## src/rtl/freq_gen_pkg.sv

```systemverilog
// freq_gen_pkg: shared widths, conversion length and FSM states for the frequency generator
package freq_gen_pkg;
    localparam int BCD_W = 4;
    localparam int DIGITS = 6;
    localparam int ACC_W = 32;
    localparam int CONV_CYC = 6;
    typedef enum logic [2:0] {IDLE, CONV, CHECK, DIV, APPLY} state_t;
endpackage

```

## src/rtl/freq_gen_if.sv

```systemverilog
// freq_gen_if: request/status bundle of the generator; FREQ_GEN_PULSE_CNT_EN adds pulse_cnt
interface freq_gen_if;
    import freq_gen_pkg::*;
    logic load;
    logic [DIGITS-1:0][BCD_W-1:0] d;
    logic busy;
    logic err;
    logic f_out;
`ifdef FREQ_GEN_PULSE_CNT_EN
    logic [ACC_W-1:0] pulse_cnt;
    modport master (output load, d, input busy, err, f_out, pulse_cnt);
    modport slave (input load, d, output busy, err, f_out, pulse_cnt);
`else
    modport master (output load, d, input busy, err, f_out);
    modport slave (input load, d, output busy, err, f_out);
`endif
endinterface

```

## src/rtl/freq_gen_div.sv

```systemverilog
// freq_gen_div: serial restoring unsigned divider, one quotient bit per cycle, W cycles per divide
module freq_gen_div
    import freq_gen_pkg::*;
#(
    parameter int W = ACC_W
) (
    input  logic         clk,
    input  logic         rst,
    input  logic         start,
    input  logic [W-1:0] dividend,
    input  logic [W-1:0] divisor,
    output logic         done,
    output logic [W-1:0] quotient
);
    localparam int CW = $clog2(W + 1);
    logic [W-1:0] rem;
    logic [W-1:0] dsr;
    logic [CW-1:0] cnt;
    logic [W:0] trial;
    logic [W:0] diff;
    logic ge;
    // Trial subtraction of the divisor from the shifted partial remainder; done flags the last step
    always_comb begin
        trial = {rem, quotient[W-1]};
        diff = trial - {1'b0, dsr};
        ge = trial >= {1'b0, dsr};
        done = cnt == CW'(1);
    end
    // Dividend shifts out of the quotient register as quotient bits shift in
    always_ff @(posedge clk) begin
        if (rst) begin
            rem <= '0;
            dsr <= '0;
            quotient <= '0;
            cnt <= '0;
        end else if (start) begin
            rem <= '0;
            dsr <= divisor;
            quotient <= dividend;
            cnt <= CW'(W);
        end else if (cnt != '0) begin
            rem <= ge ? diff[W-1:0] : trial[W-1:0];
            quotient <= {quotient[W-2:0], ge};
            cnt <= cnt - 1'b1;
        end
    end
endmodule

```

## src/rtl/freq_gen.sv

```systemverilog
// freq_gen: BCD-programmed square-wave source; FREQ_GEN_PULSE_CNT_EN adds an f_out rising-edge counter
module freq_gen
    import freq_gen_pkg::*;
#(
    parameter int CLK_HZ = 50_000_000
) (
    input logic clk,
    input logic rst,
    freq_gen_if.slave bus
);
    localparam logic [ACC_W-1:0] HZ = ACC_W'(CLK_HZ);
    localparam logic [ACC_W-1:0] F_MAX = ACC_W'(CLK_HZ / 2);
    localparam int KW = $clog2(CONV_CYC);
    state_t state, nxt;
    logic [DIGITS-1:0][BCD_W-1:0] dig;
    logic [ACC_W-1:0] bin, quo, half_new, pending, cnt;
    logic [KW-1:0] k;
    logic bad, err, run, f, go, bad_req, div_start, div_done, kill, tog;
    // Request acceptance, range check and toggle-engine decisions
    always_comb begin
        go = state == IDLE && bus.load;
        bad_req = bad || bin > F_MAX;
        div_start = state == CHECK && !bad_req && bin != '0;
        half_new = bin == '0 ? '0 : quo;
        kill = state == APPLY && half_new == '0;
        tog = run && cnt == '0 && !kill;
        bus.busy = state != IDLE;
        bus.err = err;
        bus.f_out = f;
    end
    // State register
    always_ff @(posedge clk) begin
        state <= rst ? IDLE : nxt;
    end
    // Next-state sequencing through conversion, check, divide and apply
    always_comb begin
        nxt = state;
        unique case (state)
            IDLE:  nxt = bus.load ? CONV : IDLE;
            CONV:  nxt = k == '0 ? CHECK : CONV;
            CHECK: nxt = bad_req ? IDLE : bin == '0 ? APPLY : DIV;
            DIV:   nxt = div_done ? APPLY : DIV;
            APPLY: nxt = IDLE;
            default: nxt = IDLE;
        endcase
    end
    freq_gen_div #(.W(ACC_W)) u_div (
        .clk(clk),
        .rst(rst),
        .start(div_start),
        .dividend(HZ),
        .divisor({bin[ACC_W-2:0], 1'b0}),
        .done(div_done),
        .quotient(quo)
    );
    // Digit capture, MSD-first BCD to binary accumulation and sticky error flag
    always_ff @(posedge clk) begin
        if (rst) begin
            dig <= '0;
            bin <= '0;
            k <= '0;
            bad <= 1'b0;
            err <= 1'b0;
        end else begin
            if (go) begin
                dig <= bus.d;
                bin <= '0;
                bad <= 1'b0;
                err <= 1'b0;
                k <= KW'(CONV_CYC - 1);
            end
            if (state == CONV) begin
                bin <= bin * ACC_W'(10) + ACC_W'(dig[k]);
                bad <= bad | (dig[k] > 4'd9);
                k <= k - 1'b1;
            end
            if (state == CHECK && bad_req) err <= 1'b1;
        end
    end
    // Toggle engine: new half-periods are picked up only at reloads, so f_out never glitches
    always_ff @(posedge clk) begin
        if (rst) begin
            pending <= '0;
            cnt <= '0;
            run <= 1'b0;
            f <= 1'b0;
        end else begin
            if (state == APPLY) pending <= half_new;
            if (kill) begin
                run <= 1'b0;
                f <= 1'b0;
            end else if (run) begin
                f <= tog ? ~f : f;
                cnt <= tog ? pending - 1'b1 : cnt - 1'b1;
            end else if (pending != '0) begin
                run <= 1'b1;
                f <= 1'b0;
                cnt <= pending - 1'b1;
            end
        end
    end
`ifdef FREQ_GEN_PULSE_CNT_EN
    logic [ACC_W-1:0] pcnt;
    // Rising edges of f_out since the last accepted load
    always_ff @(posedge clk) begin
        if (rst || go) pcnt <= '0;
        else if (tog && !f) pcnt <= pcnt + 1'b1;
    end
    assign bus.pulse_cnt = pcnt;
`endif
endmodule

```

## src/flat_wrapper.sv

```systemverilog
// flat-port wrapper written by rule: the top's interface ports become plain ports
module freq_gen_flat import freq_gen_pkg::*;
#(
    parameter int CLK_HZ = 50_000_000
)
  (clk, rst, bus_load, bus_d, bus_busy, bus_err, bus_f_out);
  freq_gen_if bus_i ();
  input logic clk;
  input logic rst;
  input wire logic [$bits(bus_i.load)-1:0] bus_load;
  input wire logic [$bits(bus_i.d)-1:0] bus_d;
  output wire logic [$bits(bus_i.busy)-1:0] bus_busy;
  output wire logic [$bits(bus_i.err)-1:0] bus_err;
  output wire logic [$bits(bus_i.f_out)-1:0] bus_f_out;
  assign bus_i.load = bus_load;
  assign bus_i.d = bus_d;
  assign bus_busy = bus_i.busy;
  assign bus_err = bus_i.err;
  assign bus_f_out = bus_i.f_out;
  freq_gen #(.CLK_HZ(CLK_HZ)) u_core (.clk(clk), .rst(rst), .bus(bus_i));
endmodule
```

## config.mk

```make
export PLATFORM = sky130hd
export DESIGN_NAME = freq_gen_flat
export DESIGN_NICKNAME = d
export VERILOG_FILES = /design/src/rtl/freq_gen_pkg.sv /design/src/rtl/freq_gen_if.sv /design/src/rtl/freq_gen_div.sv /design/src/rtl/freq_gen.sv /design/src/flat_wrapper.sv
export SDC_FILE = /design/constraint.sdc
export NUM_CORES = 1
export LEC_CHECK = 0
export ABC_AREA = 1
export BUFFER_PORTS_ARGS = -buffer_cell sky130_fd_sc_hd__buf_2
export CAP_MARGIN = 5
export CORE_AREA = 2 2 168 170
export CTS_BUF_LIST = sky130_fd_sc_hd__clkbuf_8
export DETAILED_ROUTE_END_ITERATION = 6
export DIE_AREA = 0 0 170 172
export PLACE_DENSITY_LB_ADDON = 0.3
export SYNTH_ARGS = -nofsm -noshare
export SYNTH_HDL_FRONTEND = slang
export SYNTH_SLANG_ARGS = --single-unit
```

## constraint.sdc

```tcl
create_clock -name clk -period 2.8 [get_ports clk]
set_input_delay 0.56 -clock clk [delete_from_list [all_inputs] [get_ports clk]]
set_output_delay 0.56 -clock clk [all_outputs]
set_load 0.1 [all_outputs]
```

==> impl_metrics.csv <==
group,metric,value,unit
synth,syn-num-nets,2631,
sta,skew,0.0560,ns
status,status,"finished with violations",
sta,maxSlewViolCount,0,
route,vias,17494,
synth,netlist_instances,2505,
power_and_ir_drop,p_total,16.2,mW
synth,ys_ff_latch,231,
layout,syn_to_final_growth,22.4,%
global_route,grt_start_max_net_pins,98,
job,drv_cap,0,
clock_network,cts.sinks,231,
clock_network,cts_made_buffers,40,
sta,layout_min_cycle_time,2.95,ns
clock_network,cts_tree,"yes",
setup_path,r2r-start,"u_core.k[0]",
route,dr.pass1.iters,5,
synth,ys_types,51,
floorplanning,die_h,172,um
clock_network,clkLatencyLatePin,0.58,ns
floorplanning,fp.coreArea,27500,um^2
sta,tightest_slew,1.15,ns
layout,n_antenna_cell,0,
route,wirelength,48800,um
place,pre_cts_ws,-0.231,ns
setup_path,endpoint,"u_core.bin[29]",
setup_path,cp_data_arrival_time,3.33,ns
power_and_ir_drop,peakVddDrop,0.730,mV
setup_path,cp-startpoint,"u_core.k[0]",
clock_network,cts_hold_buf,0,
sta,rsz0062_at_grt,"true",
route,ant_nets,0,
synth,synthesis.area,15900,um^2
floorplanning,die_area,29200,um^2
synth,synth_top_area_frac,0.291,
clock_network,cts_root_buffer,"clkbuf_8",
global_route,first_global_vias,16602,
synth,yosys-top-cells-count,"nand2_1, inv_1, a21oi_1",
synth,synth_area_leader_cell,"dfxtp_1",
setup_path,cp_max_fo,6,
sta,setup_slack,-0.146,ns
clock_network,cts_buffer_depth,3,
place,dp_cells,2985,
floorplanning,io_pins,30,
layout,nNetsFinal,2835,
setup_path,start_kind,"flip-flop",
route,drc,0,
setup_path,cp_data_required_time,3.18,ns
setup_path,r2r_end,"u_core.bin[29]",
layout,layout-drive-gt1-share,0.179,
synth,synth-edff-count,0,
synth,yosysWarningCount,0,
synth,yosys-top-cells-area,"dfxtp_1, nand2_1, a21oi_1, ha_1, inv_1",
floorplanning,start_util,0.578,
clock_network,clkTransAtPathRegs,0.06,ns
global_route,grt_remaining_overflow,0,
global_route,grt_util_all_layers,0.319,
place,gp_congestion,1.04,
setup_path,crit_type,"flip-flop to flip-flop",
synth,async_reset_ff_frac,0,
sta,clock.fmax,0.339,GHz
min_path,min_path_type,"input pin to flip-flop",
power_and_ir_drop,p_per_area,836,nW/um^2
global_route,antenna_found_initial,0,
sta,relSlewSlack,0.234,
setup_path,reg2regPathDepth,22,
clock_network,cts.htree.levels,2,
setup_path,regToRegSetupSlack,-0.15,ns
synth,synth_ff_type,"dfxtp_1",
sta,period_share,1.05,
place,dp_hpwl,34700,um
route,detail_route.iter0.violations,1625,
power_and_ir_drop,p_leak,9.30,nW
floorplanning,die_w,170,um
place,portBuffers,29,
global_route,grt_pass1_wl,77000,um
sta,hold_violations,0,
status,violations,"setup timing",
route,wire_per_inst,15.9,um
layout,fin_cells,3078,
sta,finalSetupViolations,15,
min_path,whs_path_depth,3,
synth,yosysSeqAreaShare,0.291,
synth,synth_most_common_cell,"nand2_1",
synth,avgSynthCellArea,6.34,um^2
layout,fillerInstances,2242,
route,viasPerCell,5.68,
floorplanning,row_count,61,
setup_path,end_kind,"flip-flop",
-- registers in the layout (all words and copies together) (netlist names), 6 cells and up --
signal	cells
u_core.cnt	32
u_core.u_div.quotient	32
u_core.pending	32
u_core.u_div.dsr	31
u_core.u_div.cnt	6
u_core.bin	32
u_core.u_div.rem	32
u_core.dig	24
-- worst min path at each step --
stage                              startpoint                   to  slack (ns)
final                                bus_d[3]        u_core.dig[3]        0.26
after global routing                bus_d[19]       u_core.dig[19]        0.26
after CTS                           bus_d[12]       u_core.dig[12]        0.23
after detailed placement       u_core.dig[21]       u_core.dig[21]        0.45
after global placement         u_core.dig[21]       u_core.dig[21]        0.45
after floorplan           u_core.u_div.dsr[1]  u_core.u_div.dsr[1]        0.43
-- metal layers --
metal | vias up | global-route usage | part of all wire
li1 | 8585 | - | -
met1 | 8068 | 0.367 | 0.40
met2 | 647 | 0.575 | 0.49
met3 | 194 | 0.0357 | 0.053
met4 | 0 | 0.183 | 0.064
met5 | - | 0 | 0
-- cells by family after synthesis --
logic type	after synthesis	synth area share
fa+ha+maj	99	0.0794
xor+xnor	86	0.0474
flops	231	0.291
buf+inv	403	0.0990
compound gates	474	0.163
simple gates	1212	0.320
-- worst max-delay path, cell delays in order, from the launching register on --
cell     delay, ns
dfxtp_4       0.36
buf_6         0.13
a21oi_2       0.12
o21ai_1       0.07
nand2_1       0.08
a32oi_1       0.06
inv_1         0.15
ha_4          0.17
fa_2          0.21
nand2_2       0.05
nand2_2       0.09
nand3_4       0.10
nor2_4        0.12
nand3_2       0.11
nor2_4        0.12
nand3_2       0.10
nor2_4        0.16
nand2_4       0.09
inv_4         0.09
buf_12        0.11
nand4_1       0.11
nand3_2       0.11
a21oi_2       0.05
-- what timing repair did --
item                       in CTS  in global routing
gates resized for setup        66                148
pin swaps                      25                 49
gates cloned                    1                  1
hold endpoints to repair        0                  0
buffers inserted               25                 10
setup endpoints to repair      49                 86
-- cell usage in the layout, fill, tap and decap left out, types with 46 or more instances in the layout --
cell / n
xor2_1: 59
o21ai_0: 117
nand2_1: 677
ha_1: 76
buf_4: 197
nor2_1: 188
nand4_1: 46
dfxtp_1: 208
nand3_1: 146
a21oi_1: 232
inv_1: 312
clkbuf_8: 48
-- through the flow --
step / hold slack, ns / area (um^2) / utilization / TNS [ns]
4_1_cts: 0.232 / 18800 / 0.685 / -1.13
6_report: 0.257 / 19400 / 0.708 / -1.36
5_1_grt: 0.261 / 19400 / 0.708 / -4.60
3_3_place_gp: 0.445 / 17600 / 0.641 / -1.71
3_5_place_dp: 0.447 / 17600 / 0.641 / -3.74
2_1_floorplan: 0.428 / 15900 / - / 0
-- power breakdown --
group          switching [mW]  internal [mW]
combinational            5.43           3.32
sequential              0.486           3.83
clock                    1.44           1.74
-- area by class of cell --
type	count	area, um^2	share of cell area
inverters	320	1210	0.0624
well taps	346	433	0.0223
clock inverters	17	150	0.00772
clock buffers	48	661	0.0340
multi-input cells	1872	10400	0.535
flip-flops and latches	231	4670	0.240
repair buffers	244	1900	0.0979
Note: power is estimated with default switching activity, not from simulation.
